==> src/rtl/vec_issue_queue_pkg.sv <==
// Shared constants for the vector issue path: datapath width, queue depth, vector opcodes.
// Also provides the legal-opcode helper used by the issue decoder and the core hazard logic.
// Pure declarations; no state.
package vec_issue_queue_pkg;

  localparam int VIQ_WORD_WIDTH = 32;
  localparam int VIQ_DEPTH      = 4;

  localparam logic [6:0] OPC_OPV     = 7'h57;
  localparam logic [6:0] OPC_LOADFP  = 7'h07;
  localparam logic [6:0] OPC_STOREFP = 7'h27;

  // True for the major opcodes that the vector coprocessor executes
  function automatic logic is_vec_opcode(input logic [6:0] opc);
    return (opc == OPC_OPV) || (opc == OPC_LOADFP) || (opc == OPC_STOREFP);
  endfunction

endpackage

==> src/rtl/vec_issue_decode.sv <==
// Purpose: combinational legal-opcode check for vector instructions.
// Latency: zero cycles (pure combinational).
// Backpressure: none; evaluates whatever opcode is presented.
module vec_issue_decode
  import vec_issue_queue_pkg::*;
(
  input  logic [6:0] opcode,
  output logic       legal
);

  // Only OP-V and the FP load/store encodings (vector memory ops) are accepted
  always_comb begin
    legal = is_vec_opcode(opcode);
  end

endmodule

==> src/rtl/vec_issue_queue.sv <==
// Purpose: FIFO of vector instructions plus scalar-operand snapshots between core and coprocessor.
// Latency: push at cycle N is visible at out_* in cycle N+1; no bypass when empty.
// Backpressure: in_ready = !full from registered count only; out_ready never reaches in_ready.
module vec_issue_queue
  import vec_issue_queue_pkg::*;
#(
  parameter int DEPTH      = VIQ_DEPTH,
  parameter int PTR_BITS   = $clog2(DEPTH),
  parameter int WORD_WIDTH = VIQ_WORD_WIDTH
) (
  input  logic                  clk,
  input  logic                  rst,
  input  logic                  flush,
  input  logic                  in_valid,
  output logic                  in_ready,
  input  logic [WORD_WIDTH-1:0] in_instr,
  input  logic [WORD_WIDTH-1:0] in_xrs1,
  input  logic [WORD_WIDTH-1:0] in_xrs2,
  output logic                  out_valid,
  input  logic                  out_ready,
  output logic [WORD_WIDTH-1:0] out_instr,
  output logic [WORD_WIDTH-1:0] out_xrs1,
  output logic [WORD_WIDTH-1:0] out_xrs2,
  output logic [PTR_BITS:0]     count,
  output logic                  empty,
  output logic                  illegal
);

  localparam logic [PTR_BITS:0]   FULL_CNT = (PTR_BITS + 1)'(DEPTH);
  localparam logic [PTR_BITS-1:0] PTR_ONE  = PTR_BITS'(1);
  localparam logic [PTR_BITS:0]   CNT_ONE  = (PTR_BITS + 1)'(1);

  logic [PTR_BITS-1:0]   wr_ptr_q, wr_ptr_d;
  logic [PTR_BITS-1:0]   rd_ptr_q, rd_ptr_d;
  logic [PTR_BITS:0]     count_q, count_d;
  logic                  illegal_q, illegal_d;
  logic [WORD_WIDTH-1:0] instr_q [DEPTH];
  logic [WORD_WIDTH-1:0] instr_d [DEPTH];
  logic [WORD_WIDTH-1:0] xrs1_q  [DEPTH];
  logic [WORD_WIDTH-1:0] xrs1_d  [DEPTH];
  logic [WORD_WIDTH-1:0] xrs2_q  [DEPTH];
  logic [WORD_WIDTH-1:0] xrs2_d  [DEPTH];

  logic legal;
  logic in_fire;
  logic push;
  logic pop;

  vec_issue_decode u_decode (
    .opcode (in_instr[6:0]),
    .legal  (legal)
  );

  // Status and head data are taken straight from registered state
  always_comb begin
    in_ready  = (count_q != FULL_CNT);
    empty     = (count_q == '0);
    out_valid = !empty;
    count     = count_q;
    illegal   = illegal_q;
    out_instr = instr_q[rd_ptr_q];
    out_xrs1  = xrs1_q[rd_ptr_q];
    out_xrs2  = xrs2_q[rd_ptr_q];
  end

  // Next-state: handshakes, pointer/count update, entry writes; flush overrides everything
  always_comb begin
    in_fire   = in_valid && in_ready;
    push      = in_fire && legal;
    pop       = out_valid && out_ready;
    wr_ptr_d  = wr_ptr_q;
    rd_ptr_d  = rd_ptr_q;
    count_d   = count_q;
    illegal_d = in_fire && !legal && !flush;
    instr_d   = instr_q;
    xrs1_d    = xrs1_q;
    xrs2_d    = xrs2_q;

    if (push) begin
      instr_d[wr_ptr_q] = in_instr;
      xrs1_d[wr_ptr_q]  = in_xrs1;
      xrs2_d[wr_ptr_q]  = in_xrs2;
      wr_ptr_d          = wr_ptr_q + PTR_ONE;
    end
    if (pop) begin
      rd_ptr_d = rd_ptr_q + PTR_ONE;
    end
    case ({push, pop})
      2'b10:   count_d = count_q + CNT_ONE;
      2'b01:   count_d = count_q - CNT_ONE;
      default: count_d = count_q;
    endcase

    // Entries written by a dropped push are harmless: pointers and count restart at zero
    if (flush) begin
      wr_ptr_d = '0;
      rd_ptr_d = '0;
      count_d  = '0;
    end
  end

  // State registers; reset also clears entries so out_* read zero after reset
  always_ff @(posedge clk or posedge rst) begin
    if (rst) begin
      wr_ptr_q  <= '0;
      rd_ptr_q  <= '0;
      count_q   <= '0;
      illegal_q <= 1'b0;
      for (int i = 0; i < DEPTH; i++) begin
        instr_q[i] <= '0;
        xrs1_q[i]  <= '0;
        xrs2_q[i]  <= '0;
      end
    end else begin
      wr_ptr_q  <= wr_ptr_d;
      rd_ptr_q  <= rd_ptr_d;
      count_q   <= count_d;
      illegal_q <= illegal_d;
      instr_q   <= instr_d;
      xrs1_q    <= xrs1_d;
      xrs2_q    <= xrs2_d;
    end
  end

endmodule

==> config.mk <==
export PLATFORM = sky130hd
export DESIGN_NAME = vec_issue_queue
export DESIGN_NICKNAME = d
export VERILOG_FILES = /design/src/rtl/vec_issue_queue_pkg.sv /design/src/rtl/vec_issue_decode.sv /design/src/rtl/vec_issue_queue.sv
export SDC_FILE = /design/constraint.sdc
export NUM_CORES = 1
export LEC_CHECK = 0
export ABC_AREA = 1
export BUFFER_PORTS_ARGS = -buffer_cell sky130_fd_sc_hd__buf_4
export CORE_MARGIN = 3
export CORE_UTILIZATION = 24
export CTS_CLUSTER_SIZE = 8
export DETAILED_ROUTE_END_ITERATION = 6
export PLACE_DENSITY = 0.4
export SYNTH_ARGS = -nofsm -noshare
export SYNTH_HDL_FRONTEND = slang
export SYNTH_SLANG_ARGS = --single-unit
==> constraint.sdc <==
create_clock -name clk -period 10.75 [get_ports clk]
set_input_delay 0.5375 -clock clk [delete_from_list [all_inputs] [get_ports clk]]
set_output_delay 0.5375 -clock clk [all_outputs]
set_load 0.01 [all_outputs]
**Yosys cells after proc, flatten, opt, wreduce, memory -nomap -nowiden**

Index checks and enable logic that the tools add are counted.

- Register bits after elaboration: 392
- Output and inout port bits: 103
- Word-level logic and storage cells: 66

- $add $sub $neg: 4
- Magnitude comparators: 3
- Eq/ne operators: 6
- Multiplexer cells: 20
- Bitwise logic cells: 2
- Reductions and logical operators: 15

Operators by type and width:

| cell | count |
|---|---|
| bitwise mux 128 bit | 3 |
| 2-to-1 mux 32 bit | 7 |
| binary-select mux 32 bit (select 2 bit) | 3 |
| demux 32 bit (select 2 bit) | 1 |
| 2-to-1 mux 2 bit | 4 |
| equality test 7 x 3 -> 1 bit (second input constant) | 1 |
| equality test 7 x 6 -> 1 bit (second input constant) | 1 |
| equality test 7 bit (second input constant) | 1 |
| greater-or-equal comparator 3 bit (second input constant) | 2 |
| logical AND 1 bit | 6 |
| NOT 2 -> 3 bit | 2 |
| one-hot mux 3 bit (2 select lines) | 1 |
| adder 2 x 1 -> 2 bit (second input constant) | 2 |
| nonzero test 2 bit | 2 |
| adder 3 x 1 -> 3 bit (second input constant) | 1 |
| zero test 1 bit | 3 |
| zero test 3 bit | 1 |
| less-than comparator 3 x 1 -> 1 bit (second input constant) | 1 |
| 2-to-1 mux 3 bit | 1 |
| != test 3 bit (second input constant) | 1 |
| nonzero test 3 bit | 1 |
| subtractor 3 x 1 -> 3 bit (second input constant) | 1 |
| equality test 2 x 1 -> 1 bit (second input constant) | 1 |
| equality test 2 bit (second input constant) | 1 |
| logical OR 1 bit | 2 |

**Longest topological paths before layout**

- Word-level depth: 7
- Mapped depth: 13
- Gate-level depth less buffers: 13

**Hierarchy**

From an unflattened synthesis, not the netlist that was laid out.

- Cell total of the unflattened synthesis: 1946
- Area, all modules: 17280.3 µm²

Modules (own cells, without submodules):

| module | times used | cells an instance | area an instance (µm²) |
|---|---|---|---|
| vec_issue_queue | 1 | 1937 | 17241.5 |
| vec_issue_decode | 1 | 9 | 38.8 |

**Worst setup path after synthesis**

Ideal clock, no wire load.

- Path type: register -> register
- Start: register count_q[0], in the netlist count[0]
- End: register count_q[2], in the netlist count[2]
- Data arrival time: 1.918 ns
- Setup slack: 8.715 ns
- Cell stages (with the launch flop): 14
- Period minus slack after synthesis: 2.035 ns
- Cells stage by stage: dfrtp_1 > nor2_1 > nand2_1 > nand2_1 > inv_1 > nand2_1 > inv_1 > fa_1 > xnor2_1 > inv_1 > nand2_1 > nand2_1 > nand2_1 > nand2_1

- Longest elaborated chain between the ends: 6
- Elaborated cells on any way between the ends: 13
- Classes of those cells: 2 x add/sub; 3 x eq/ne; 2 x mux; 6 x reduce/logical

RTL lines:

| item | line | source |
|---|---|---|
| from (decl) | vec_issue_queue.sv:35 | `logic [PTR_BITS:0] count_q, count_d;` |
| from (signal assigned) | vec_issue_queue.sv:117 | `count_q <= count_d;` |
| zero test 3 bit * | vec_issue_queue.sv:57 | `empty = (count_q == '0);` |
| zero test 1 bit * | vec_issue_queue.sv:58 | `out_valid = !empty;` |
| via out_valid | vec_issue_queue.sv:19 | `output logic out_valid,` |
| logical AND 1 bit * | vec_issue_queue.sv:70 | `pop = out_valid && out_ready;` |
| equality test 2 x 1 -> 1 bit / equality test 2 bit (equally long branches) | vec_issue_queue.sv:88 | `case ({push, pop})` |
| one-hot mux 3 bit (2 select lines) | vec_issue_queue.sv:88 |  |
| 2-to-1 mux 3 bit | vec_issue_queue.sv:95 | `if (flush) begin` |

The timed path passes the listed nets; every way through them passes the cells marked *.
A chain may end at the register's enable or synchronous reset.

**Final worst setup path**

- Start: register rd_ptr_q[0]
- End: output port out_xrs2[19]

- Longest elaborated chain between the ends: 4

RTL lines:

| item | line | source |
|---|---|---|
| from (decl) | vec_issue_queue.sv:34 | `logic [PTR_BITS-1:0] rd_ptr_q, rd_ptr_d;` |
| from (signal assigned) | vec_issue_queue.sv:116 | `rd_ptr_q <= rd_ptr_d;` |
| NOT 2 -> 3 bit (not written as such) | vec_issue_queue.sv:63 | `out_xrs2 = xrs2_q[rd_ptr_q];` |
| binary-select mux 32 bit (select 2 bit) | vec_issue_queue.sv:63 |  |
| 2-to-1 mux 32 bit (not written as such) (2 in series) | vec_issue_queue.sv:63 |  |
| to (decl) | vec_issue_queue.sv:23 | `output logic [WORD_WIDTH-1:0] out_xrs2,` |

No other way between the ends. The select of a mux whose other input is x is not followed.

==> results.yml <==
synthesis:
  syn_nets: 2050
  synth_cell_type_count: 23
  synth_top_area_frac: 0.5703
  synth_top_area_cell: "dfrtp_1"
  synth_seq_cells: 392
  syn_avg_cell_area_sq_um: 8.847
  synth_area_leaders: "dfrtp_1 (57%), o21ai_0 (9.5%), nand2_1 (9.0%)"
  syn_area_sq_um: 17200
  netlist_instances: 1944
  yosysSeqAreaShare: 0.5703
  ys_warn_count: 0
finish:
  antennaDiodeCount: 0
  num-nets-final: 2179
  drive_gt1_frac: 0.1543
  n_fill_cell: 7527
  syn2layout_area_growth_pct: 19.79
clocking:
  holdBufCountCts: 0
  cts-resized-gates: 0
  cts-htree-levels: 2
  cts.path.max_buffers: 3
  root_buffer: "clkbuf_16"
  cts_sinks: 392
  insertion_delay_ns: 0.60
  cts_tree: "done"
  cts_made_buffers: 55
  post-cts-setup-buffer-count: 0
  clk_pin_slew_ns: 0.05
sta:
  tightestPinTransition_ns: 1.111
  drv_slew: 0
  finalCritPeriodShare: 0.3856
  rsz0062_at_grt: "false"
  period_needed_ns: 4.146
  hold_viol_final: 0
  holdWs_ns: 0.1287
  skew_ns: 0.03371
  finalSetupTns_ns: 0
  setup_viol: 0
  max_freq_mhz: 241.2
  maxSlewHeadroom: 0.2590
critical_path:
  critPathKind: "flop to output port"
  arrival_ns: 3.61
  startpoint_type: "flop"
  crit_fanout: 127
  critical_path_required_ns: 10.21
  r2r-start: "count[0]"
  reg2reg_depth: 7
  worst_setup_path_end_kind: "output port"
  rrSetupSlack_ns: 7.75
  timing.rr.end: "xrs2_q[42]"
run_status:
  outcome: "finished, final reports clean"
power:
  p_per_area_nw_per_um2: 173.8
  p_leak_nw: 9.953
  peakVddDrop_v: 0.0001164
route:
  routed-via-count: 13620
  viasPerCell: 4.509
  final_antenna_net_count: 0
  wl_per_cell_um: 17.17
  dr.pass1.iters: 5
  routed_wl_mm: 51.84
  drcViolationCount: 0
  drtIter0Drc: 1020
die:
  dieArea_sq_um: 74910
  fp.dieW_um: 273.7
  start_util: 0.2439
  io_pins: 204
  rows: 97
  fp.dieH_um: 273.7
  core_area_sq_um: 70510
flow_run:
  cap_violations: 0
worst_hold_path:
  hp-class: "input pin to async pin"
grt:
  grt_pass1_vias: 14100
  track_usage: 0.1395
  grt_max_degree: 163
  grt_pass1_wl_mm: 82.74
  grt_antenna_before_repair: 2
  overflow: 0
placed_design:
  hpwl_mm: 28.73
  globalplace.congestion: 0.7031
  port_buffers: 203
[cell families after synthesis]
family                   Yosys count  share of synthesized area
AO/OA/AOI/OAI                    667                     0.2081
XOR/XNOR                           1                  0.0005093
adder cells (fa/ha/maj)            5                   0.004074
buffers and inverters            267                    0.08090
flip-flops                       392                     0.5703
AND/OR/NAND/NOR                  612                     0.1361
[worst max-delay path by stage]
| stage | startpoint | end | slack (ns) | depth (start not counted) |
|---|---|---|---|---|
| after floorplan | rst | count[0] | 4.94 | 1 |
| after global placement | rd_ptr_q[0] | out_xrs2[30] | 7.13 | 5 |
| after detailed placement | rd_ptr_q[0] | out_xrs1[2] | 7.13 | 5 |
| after CTS | rd_ptr_q[0] | out_xrs1[2] | 6.46 | 5 |
| after global routing | rd_ptr_q[0] | out_xrs1[1] | 6.29 | 5 |
| final | rd_ptr_q[0] | out_xrs2[19] | 6.60 | 5 |
[stage by stage]
stage	area, sq um	setup WS (ns)	std cells	util	power (mW)
CTS	20600	6.463	3020	0.2922	3.661
detailed placement	19140	7.132	2956	0.2715	2.063
finish	20600	6.604	3020	0.2922	3.580
global route	20600	6.288	3020	0.2922	3.776
floorplan	17200	4.939	1944	-	1.837
global placement	19140	7.128	2956	0.2715	2.061
[cells in the mapped netlist]
cell and number:
clkbuf_1 81, o22ai_1 93, o21ai_0 327, inv_1 121, nor2_1 191, buf_2 9
fa_1 1, nand4_1 1, inv_4 1, dfrtp_1 392, a21oi_1 13, buf_6 50
nand2_1 411, o21ai_1 201, inv_2 2, a21oi_2 1, nand2_4 4, nand3_2 1
xnor2_1 1, ha_1 4, buf_1 3, nand3_1 4, o21ai_2 32
[layer usage]
layer	wire length, um	up-vias	track usage
li1	-	6681	-
met1	24440	6563	0.1917
met2	23510	307	0.2236
met3	2947	65	0.03033
met4	933	2	0.03343
met5	13	-	0
[flip-flops by register name, indices dropped and copies added (netlist names)]
register	flops
rd_ptr_q	2
xrs1_q	128
count	3
instr_q	128
illegal	1
wr_ptr_q	2
xrs2_q	128
[report_power, final]
part           switching, mW  internal (mW)  total, mW
Sequential            0.0410           1.55       1.59
Clock                  0.633          0.919       1.55
Combinational          0.240          0.194      0.434
Total                  0.914           2.67       3.58
[layout make-up]
cell class | count | area, sq um | share of cell area
Sequential cell | 392 | 9817 | 0.4765
Multi-Input combinational cell | 1285 | 6033 | 0.2928
Timing Repair Buffer | 215 | 1639 | 0.07955
Clock buffer | 61 | 1430 | 0.06941
Tap cell | 940 | 1176 | 0.05708
Inverter | 124 | 478.0 | 0.02320
Clock inverter | 3 | 30.03 | 0.001457
[worst max-delay path, cell delays in order (launching register included)]
cell,delay [ns]
dfrtp_4,0.74
inv_6,0.82
buf_4,0.73
o21ai_0,0.17
o22ai_1,0.28
buf_4,0.18
[cells in the final DEF (no fill, tap or decap), drive strengths merged]
| cell | netlist | final |
|---|---|---|
| a21oi | 14 | 14 |
| buf | 62 | 215 |
| clkbuf | 81 | 61 |
| clkinv | 0 | 3 |
| clkinvlp | 0 | 1 |
| dfrtp | 392 | 392 |
| fa | 1 | 1 |
| ha | 4 | 4 |
| inv | 124 | 123 |
| nand2 | 415 | 415 |
| nand3 | 5 | 5 |
| nand4 | 1 | 1 |
| nor2 | 191 | 191 |
| o21ai | 560 | 560 |
| o22ai | 93 | 93 |
| xnor2 | 1 | 1 |
Note: power is estimated with default switching activity, not from simulation.
